File: src/rtl/blake_pkg.sv
// Shared BLAKE-512 constants and the message-loader state encoding.
// Width constants are common to the loader, round controller and datapath.
package blake_pkg;

  localparam int WORD_W    = 64;
  localparam int BLK_WORDS = 16;
  localparam int CNT_W     = 128;
  localparam int BLK_W     = WORD_W * BLK_WORDS;
  localparam int MSGBITS_W = 11;

  typedef enum logic [1:0] {
    ld_load  = 2'd0,
    ld_start = 2'd1,
    ld_wait  = 2'd2
  } ld_state_t;

endpackage

File: src/rtl/blake_t_counter.sv
// 128-bit BLAKE message bit counter: running accumulator plus per-block t value.
// A block carrying zero message bits reports t = 0; restart clears the message.
module blake_t_counter
  import blake_pkg::*;
(
  input  logic                 clk,
  input  logic                 rstb,
  input  logic                 load,
  input  logic [MSGBITS_W-1:0] msgbits,
  input  logic                 restart,
  output logic [CNT_W-1:0]     t_cnt
);

  logic [CNT_W-1:0] t_acc;
  logic [CNT_W-1:0] t_sum;

  // Modular add; the accumulator wraps at 2^128 rather than saturating.
  assign t_sum = t_acc + CNT_W'(msgbits);

  always_ff @(posedge clk or negedge rstb) begin
    if (!rstb) begin
      t_acc <= '0;
      t_cnt <= '0;
    end else if (restart) begin
      t_acc <= '0;
    end else if (load) begin
      t_acc <= t_sum;
      t_cnt <= (msgbits == '0) ? '0 : t_sum;
    end
  end

endmodule

File: src/rtl/blake_msg_loader.sv
// Collects sixteen 64-bit words into one BLAKE-512 block, pulses ena to the
// round controller, then holds block/counter until clr_all releases it.
//
// Input handshake: a word transfers on a rising edge where in_valid and
// in_ready are both high; the host holds in_data/in_msgbits/in_last stable
// while in_valid is high and in_ready is low.
module blake_msg_loader #(
  parameter int WORD_W    = blake_pkg::WORD_W,
  parameter int BLK_WORDS = blake_pkg::BLK_WORDS
) (
  input  logic                        clk,
  input  logic                        rstb,
  input  logic                        in_valid,
  output logic                        in_ready,
  input  logic [WORD_W-1:0]           in_data,
  input  logic [10:0]                 in_msgbits,
  input  logic                        in_last,
  input  logic                        ctrl_finalize,
  input  logic                        clr_all,
  output logic                        ena,
  output logic [WORD_W*BLK_WORDS-1:0] m_block,
  output logic [127:0]                t_cnt,
  output logic                        last_blk,
  output logic                        msg_done,
  output blake_pkg::ld_state_t        fsm_state
);
  import blake_pkg::*;

  localparam int WIDX_W = $clog2(BLK_WORDS);

  ld_state_t         state;
  ld_state_t         state_next;
  logic [WIDX_W-1:0] widx;
  logic [WORD_W-1:0] words [BLK_WORDS];
  logic              hs;
  logic              blk_done;
  logic              in_wait;
  logic              restart;

  assign hs       = in_valid && in_ready;
  assign blk_done = hs && (widx == WIDX_W'(BLK_WORDS - 1));
  assign in_wait  = (state == ld_wait);
  assign restart  = in_wait && clr_all && last_blk;
  assign fsm_state = state;

  always_comb begin
    state_next = state;
    unique case (state)
      ld_load:  if (blk_done) state_next = ld_start;
      ld_start: state_next = ld_wait;
      ld_wait:  if (clr_all) state_next = ld_load;
      default:  state_next = ld_load;
    endcase
  end

  // in_ready and ena are registered decodes of the next state.
  always_ff @(posedge clk or negedge rstb) begin
    if (!rstb) begin
      state    <= ld_load;
      in_ready <= 1'b1;
      ena      <= 1'b0;
      msg_done <= 1'b0;
      widx     <= '0;
      last_blk <= 1'b0;
    end else begin
      state    <= state_next;
      in_ready <= (state_next == ld_load);
      ena      <= (state_next == ld_start);
      msg_done <= in_wait && ctrl_finalize && last_blk;
      if (hs)
        widx <= widx + 1'b1;
      if (blk_done)
        last_blk <= in_last;
      else if (restart)
        last_blk <= 1'b0;
    end
  end

  // Word register file with one-hot write; word i lands in the i-th
  // 64-bit lane counting down from the top of m_block.
  for (genvar i = 0; i < BLK_WORDS; i++) begin : g_words
    always_ff @(posedge clk or negedge rstb) begin
      if (!rstb)
        words[i] <= '0;
      else if (hs && (widx == WIDX_W'(i)))
        words[i] <= in_data;
    end
    assign m_block[WORD_W*(BLK_WORDS-1-i) +: WORD_W] = words[i];
  end

  blake_t_counter u_t_counter (
    .clk     (clk),
    .rstb    (rstb),
    .load    (blk_done),
    .msgbits (in_msgbits),
    .restart (restart),
    .t_cnt   (t_cnt)
  );

endmodule

File: config.mk
export PLATFORM = sky130hd
export DESIGN_NAME = blake_msg_loader
export DESIGN_NICKNAME = d
export VERILOG_FILES = /design/src/rtl/blake_pkg.sv /design/src/rtl/blake_t_counter.sv /design/src/rtl/blake_msg_loader.sv
export SDC_FILE = /design/constraint.sdc
export NUM_CORES = 2
export LEC_CHECK = 0
export BUFFER_PORTS_ARGS = -buffer_cell sky130_fd_sc_hd__buf_4
export CAP_MARGIN = 20
export CORE_AREA = 2 2 487 489
export DETAILED_ROUTE_END_ITERATION = 6
export DIE_AREA = 0 0 489 491
export PLACE_DENSITY = 0.42
export SLEW_MARGIN = 40
export SYNTH_ARGS = -nofsm -noshare
export SYNTH_HDL_FRONTEND = slang
export SYNTH_SLANG_ARGS = --single-unit
export TNS_END_PERCENT = 50
File: constraint.sdc
create_clock -name clk -period 3.7 [get_ports clk]
set_input_delay 0.74 -clock clk [delete_from_list [all_inputs] [get_ports clk]]
set_output_delay 0.74 -clock clk [all_outputs]
set_load 0.02 [all_outputs]
Word level (Yosys, flattened, before mapping):

Cells that the tools add are included.

* add/sub/neg operators: 2
* equal/unequal tests: 18
* mux-type cells: 8
* bitwise logic cells: 1
* reduce and logical (&&, ||, !) cells: 27

Operator list (number)
* two-way mux 128 bit: 3
* adder 128 x 11 -> 128 bit: 1
* == test 4 bit (second input constant): 8
* logical AND 1 bit: 21
* == test 4 x 3 -> 1 bit (second input constant): 4
* zero test 11 bit: 1
* == test 4 x 2 -> 1 bit (second input constant): 2
* one-hot mux 2 bit (3 select lines): 1
* adder 4 x 1 -> 4 bit (second input constant): 1
* == test 2 x 1 -> 1 bit (second input constant): 2
* == test 4 x 1 -> 1 bit (second input constant): 1
* zero test 2 bit: 2
* zero test 4 bit: 1
* two-way mux 2 bit: 2
* == test 2 bit (second input constant): 1
* two-way mux 1 bit: 2
* AND reduction 2 bit: 1
* nonzero test 2 bit: 1
* inverter 1 bit: 1

* bits in registers: 1290
* bits of input ports: 81
* output and inout bits: 1158
* word-level logic and storage cells: 80

Depth between registers and ports, before layout:

* depth in word-level cells: 5
* depth in mapped cells: 11
* gate-level depth less buffers: 9

Cells and area by module:

A second synthesis with hierarchy kept.

* cells, all modules: 3840
* area total of the unflattened synthesis: 52989.6 sq um

Modules (own cells, without submodules)
* blake_msg_loader: times used 1, cells an instance 2272, area each 38892.3 sq um, sequential area each 25876.1 sq um
* blake_t_counter: times used 1, cells an instance 1568, area each 14097.3 sq um, sequential area each 6406.1 sq um

Worst setup path before layout:

Ideal clock, no wire load.

* path type: input port to flip-flop
* from: input port in_msgbits[9]
* to: register u_t_counter.t_acc[15]
* setup time: 78 ps
* data arrival time: 3148 ps
* required time: 3622 ps
* path slack: 474 ps
* cell stages on the path: 11
* buffers on the path: 4
* cells stage by stage: ha_1 clkbuf_1 or3_1 and3_1 and3_1 clkbuf_1 o21ai_1 clkbuf_1 buf_1 o21ai_0 a21oi_1

* word-level cells in the longest chain between the ends: 3

RTL lines
* start, declared: RTL line blake_msg_loader.sv:16 `input logic [10:0] in_msgbits,`
* adder 128 x 11 -> 128 bit: RTL line blake_t_counter.sv:18 `assign t_sum = t_acc + CNT_W'(msgbits);`
* two-way mux 128 bit: RTL line blake_t_counter.sv:26 `end else if (load) begin`
* two-way mux 128 bit: RTL line blake_t_counter.sv:24 `end else if (restart) begin`
* end signal, assigned: RTL line blake_t_counter.sv:27 `t_acc <= t_sum;`
* end, declared: RTL line blake_t_counter.sv:14 `logic [CNT_W-1:0] t_acc;`

Every way passes these cells. The select of a mux whose other input is x is not followed.
A chain may end at the register's enable or synchronous reset.

Worst setup path after layout:

* from: register u_t_counter.t_acc[72]
* to: register u_t_counter.t_cnt[102]

* word-level cells in the longest chain between the ends: 2

RTL lines
* adder 128 x 11 -> 128 bit: RTL line blake_t_counter.sv:18
* two-way mux 128 bit: RTL line blake_t_counter.sv:28 `t_cnt <= (msgbits == '0) ? '0 : t_sum;`
* end signal, assigned: RTL line blake_t_counter.sv:28
* end, declared: RTL line blake_t_counter.sv:11 `output logic [CNT_W-1:0] t_cnt`

Every way passes these cells.

==> results.md <==
- Status: complete, no violations
- Synth Instances: 4245
- Initial Util: 23.07%
- Layout cells sized above 1: 47.79%
- Synth Area in Adders: 0.3839%
- Clock power share: 23.5%
- Setup CP Type: register to register
- Die Wd: 489 µm
- Post-synthesis mux area share: 20.58%
- DP Cell Count: 8465
- Number of CTS-inserted buffers: 156
- NetSw: 27.19 mW
- Netlist cell types: 67
- Hold WS: 146.3 ps
- TritonCTS clock tree: built
- RSZ-0062 raised after global routing: no
- Mapped cell area: 54100 µm²
- Max stage delay on crit path: 670 ps
- Sequential area share after synthesis: 59.67%
- Most frequent CP cell: or4_1
- First-pass GRT wire length: 366000 µm
- Post-CTS setup buffer count: 0
- Min Tclk post-route: 3249 ps
- DIE AREA: 240100 µm²
- Int Pwr: 41.12 mW
- # H-tree levels: 4
- DR iter-0 viols: 3155
- Final Max Tran Viols: 0
- Routed wire per std cell: 30.52 µm
- Post-Synth XOR/XNOR Area: 1.052%
- Max Clock Skew: 81.05 ps
- #FFs+latches synth: 1290
- Crit start category: register
- Area Growth Syn to Fin: 35.89%
- Syn. warnings: 0
- Ports: 1239
- Worst-Skew Late Latency: 850 ps
- Clock-pin slew on the worst setup and hold paths: 60 ps
- Synth Area in Compound Gates: 5.324%
- I/O Buffers: 1238
- Number of gates resized after CTS: 0
- Vias in the first global route: 41980
- Total global-route track usage: 21.66%
- MaxCap Viol Count: 0
- Seq pwr share: 33.7%
- Pin slew with the least headroom to its limit: 1064 ps
- Site Rows: 178
- Leak pwr: 33.22 nW
- Finished Layout Cells: 8750
- Ratio of final minimum period to clock period: 87.81%
- CP delay by family, top: simple AND/OR/NAND/NOR gates
- Commonest cells after routing, fill and taps aside: buf_4 (1378), dfrtp_1 (1289), mux2_2 (961), nand2_1 (425), clkbuf_16 (156)
- Gpl congestion: 0.9006
- Initial antenna violation count: 16
- Crit path buf inv count: 1
- Via count: 41580
- Layout net count: 5571
- Post-Synth Simple-Gate Area: 10.45%
- Core ar.: 234500 µm²
- GRT overflow: 0
- Slew HR: 29.05%
- Endpoints failing setup: 0
- Routed Antenna Nets: 0
- Worst vdd ir: 0.0005450 V
- Critical path's slowest cell: or4_1
- Data arrival time of the worst path: 3960 ps
- Largest family of logic cells by synthesized area: multiplexers
- DRC: 0
- Post-DP Area: 68140 µm²
- CP Capture Type: register
- Combinational Power Share: 42.8%
- Setup TNS: 0 ps
- Critical path fanouts, max: 19
- # clock sinks: 1290
- Fraction of registers with async set/reset: 100.0%
- Largest net degree at the start of global routing: 129
- Mapped Nets: 4342
- Fmax: 307.8 MHz
- Max clock buf depth: 3
- Post-Syn Area per Cell: 12.74 µm²
- Most used flip-flop cell after synthesis: dfrtp_1
- Power Density: 929.1 nW/µm²
- HPWL Detailed: 194200 µm
- Die Y: 491 µm
- Net Sw Frac: 39.81%
- DRT Pass-1 Iters: 5
- Root Buffer: clkbuf_16
- Worst-path cell chain: nand4_2, or4_1, or4_1, a2111o_1, buf_12, or4_1, nand3_1
- Final Cell Area: 73520 µm²
- Worst Path Required: 4410 ps
- Commonest non-fill, non-tap cell in the layout: buf_4
- Worst hold-check path type: input port to register
- EDFF count, synth: 0
- Final wirelength: 267100 µm
- Vias per cell: 4.752
- Hold Vio Cnt, Final: 0
[power by group through the flow]
stage / sequential, mW / clock [mW] / combinational, mW
after floorplan: 29.5 / 0 / 6.89
after global placement: 22.9 / 0 / 29.7
after detailed placement: 23.0 / 0 / 29.7
after global routing: 23.7 / 17.0 / 30.3
final: 23.0 / 16.0 / 29.3
after CTS: 23.0 / 16.4 / 29.8
[cells by family after synthesis]
| logic type | after synthesis |
|---|---|
| xor gates and xnor gates | 65 |
| adders and majority gates | 16 |
| and+or+nand+nor | 1111 |
| AOI/OAI and AO/OA | 406 |
| DFF | 1290 |
| muxes | 992 |
| buffers and inverters | 365 |
[metrics by stage]
stage                     util, %  power, mW  setup WS (ps)
final                       31.35      68.31          451.0
after global routing        31.35      71.07          257.0
after CTS                   31.35      69.17          474.9
after detailed placement    29.05      52.79          16.75
after global placement      29.02      52.60          16.85
after floorplan                 -      36.38          473.5
[synth_stat cells (5+ instances only)]
cell type / instances / area [µm²]
dfrtp_1: 1289 / 32260
nand2_1: 426 / 1599
a211oi_1: 8 / 60.06
a2111oi_0: 16 / 140.1
or2_2: 9 / 56.30
nor4_1: 34 / 212.7
a211o_1: 7 / 61.31
o211ai_1: 67 / 503.0
ha_1: 15 / 187.7
nor3_1: 72 / 360.4
a32oi_1: 26 / 227.7
mux2i_1: 31 / 310.3
inv_1: 12 / 45.04
and2_1: 12 / 75.07
o21ai_0: 71 / 355.3
a221o_1: 9 / 90.09
xnor2_1: 31 / 271.5
buf_1: 15 / 56.30
or4b_2: 5 / 50.05
or3_1: 33 / 206.5
clkbuf_1: 333 / 1250
nand3_1: 144 / 720.7
and4_1: 28 / 245.2
buf_2: 5 / 25.02
o21a_1: 7 / 52.55
nand4_1: 80 / 500.5
o2111ai_1: 17 / 148.9
and3_1: 26 / 162.7
o31ai_1: 38 / 285.3
mux2_2: 961 / 10820
a21o_1: 9 / 67.56
o311a_1: 5 / 50.05
nand2b_1: 36 / 225.2
or4_1: 90 / 675.7
a2111o_1: 7 / 78.83
a21oi_1: 76 / 380.4
nor2_1: 90 / 337.8
xor2_1: 34 / 297.8
a22o_1: 13 / 113.9
[flip-flops by register name, indices dropped and copies added, names as in the netlist]
| register | flops |
|---|---|
| ena | 1 |
| fsm_state | 2 |
| in_ready | 1 |
| last_blk | 1 |
| m_block | 1024 |
| msg_done | 1 |
| u_t_counter.t_acc | 128 |
| u_t_counter.t_cnt | 128 |
| widx | 4 |
[cell type report]
type	instances	area [µm²]
Clock inverter	44	718.2
Sequential cell	1290	32280
Timing Repair Buffer	1424	11270
Multi-Input combinational cell	2590	20600
Fill cell	23950	161000
Tap cell	3150	3941
Inverter	12	45.04
Clock buffer	237	4648
Antenna cell	3	7.507
[final timing paths]
check | from | end | slack [ps] | cells past startpoint
setup / recovery | u_t_counter.t_acc[72]$_DFFE_PN0P_ | u_t_counter.t_cnt[102]$_DFFE_PN0P_ | 450 | 7
max in group asynchronous | rstb | m_block[402]$_DFFE_PN0P_ | 1940 | 4
hold / removal | in_last | last_blk$_DFFE_PN0P_ | 150 | 2
hold reg to reg | u_t_counter.t_cnt[75]$_DFFE_PN0P_ | u_t_counter.t_cnt[75]$_DFFE_PN0P_ | 480 | 2
setup reg to reg | u_t_counter.t_acc[72]$_DFFE_PN0P_ | u_t_counter.t_cnt[102]$_DFFE_PN0P_ | 450 | 7
min in group asynchronous | rstb | u_t_counter.t_acc[9]$_DFFE_PN0P_ | 510 | 2
[layer usage]
| metal | track usage (%) | routed length, µm | up-vias |
|---|---|---|---|
| li1 | - | - | 17760 |
| met1 | 25.86 | 104600 | 22190 |
| met2 | 37.58 | 135300 | 1360 |
| met3 | 6.128 | 19280 | 267 |
| met4 | 6.236 | 7920 | 0 |
| met5 | 0 | 0 | - |
[what timing repair did]
action | 4_1_cts | 5_1_grt
hold endpoints to repair | 43 | 0
hold buffers | 1 | 0
endpoints found under the setup margin | 0 | 0
(Power assumes the default switching activity.)
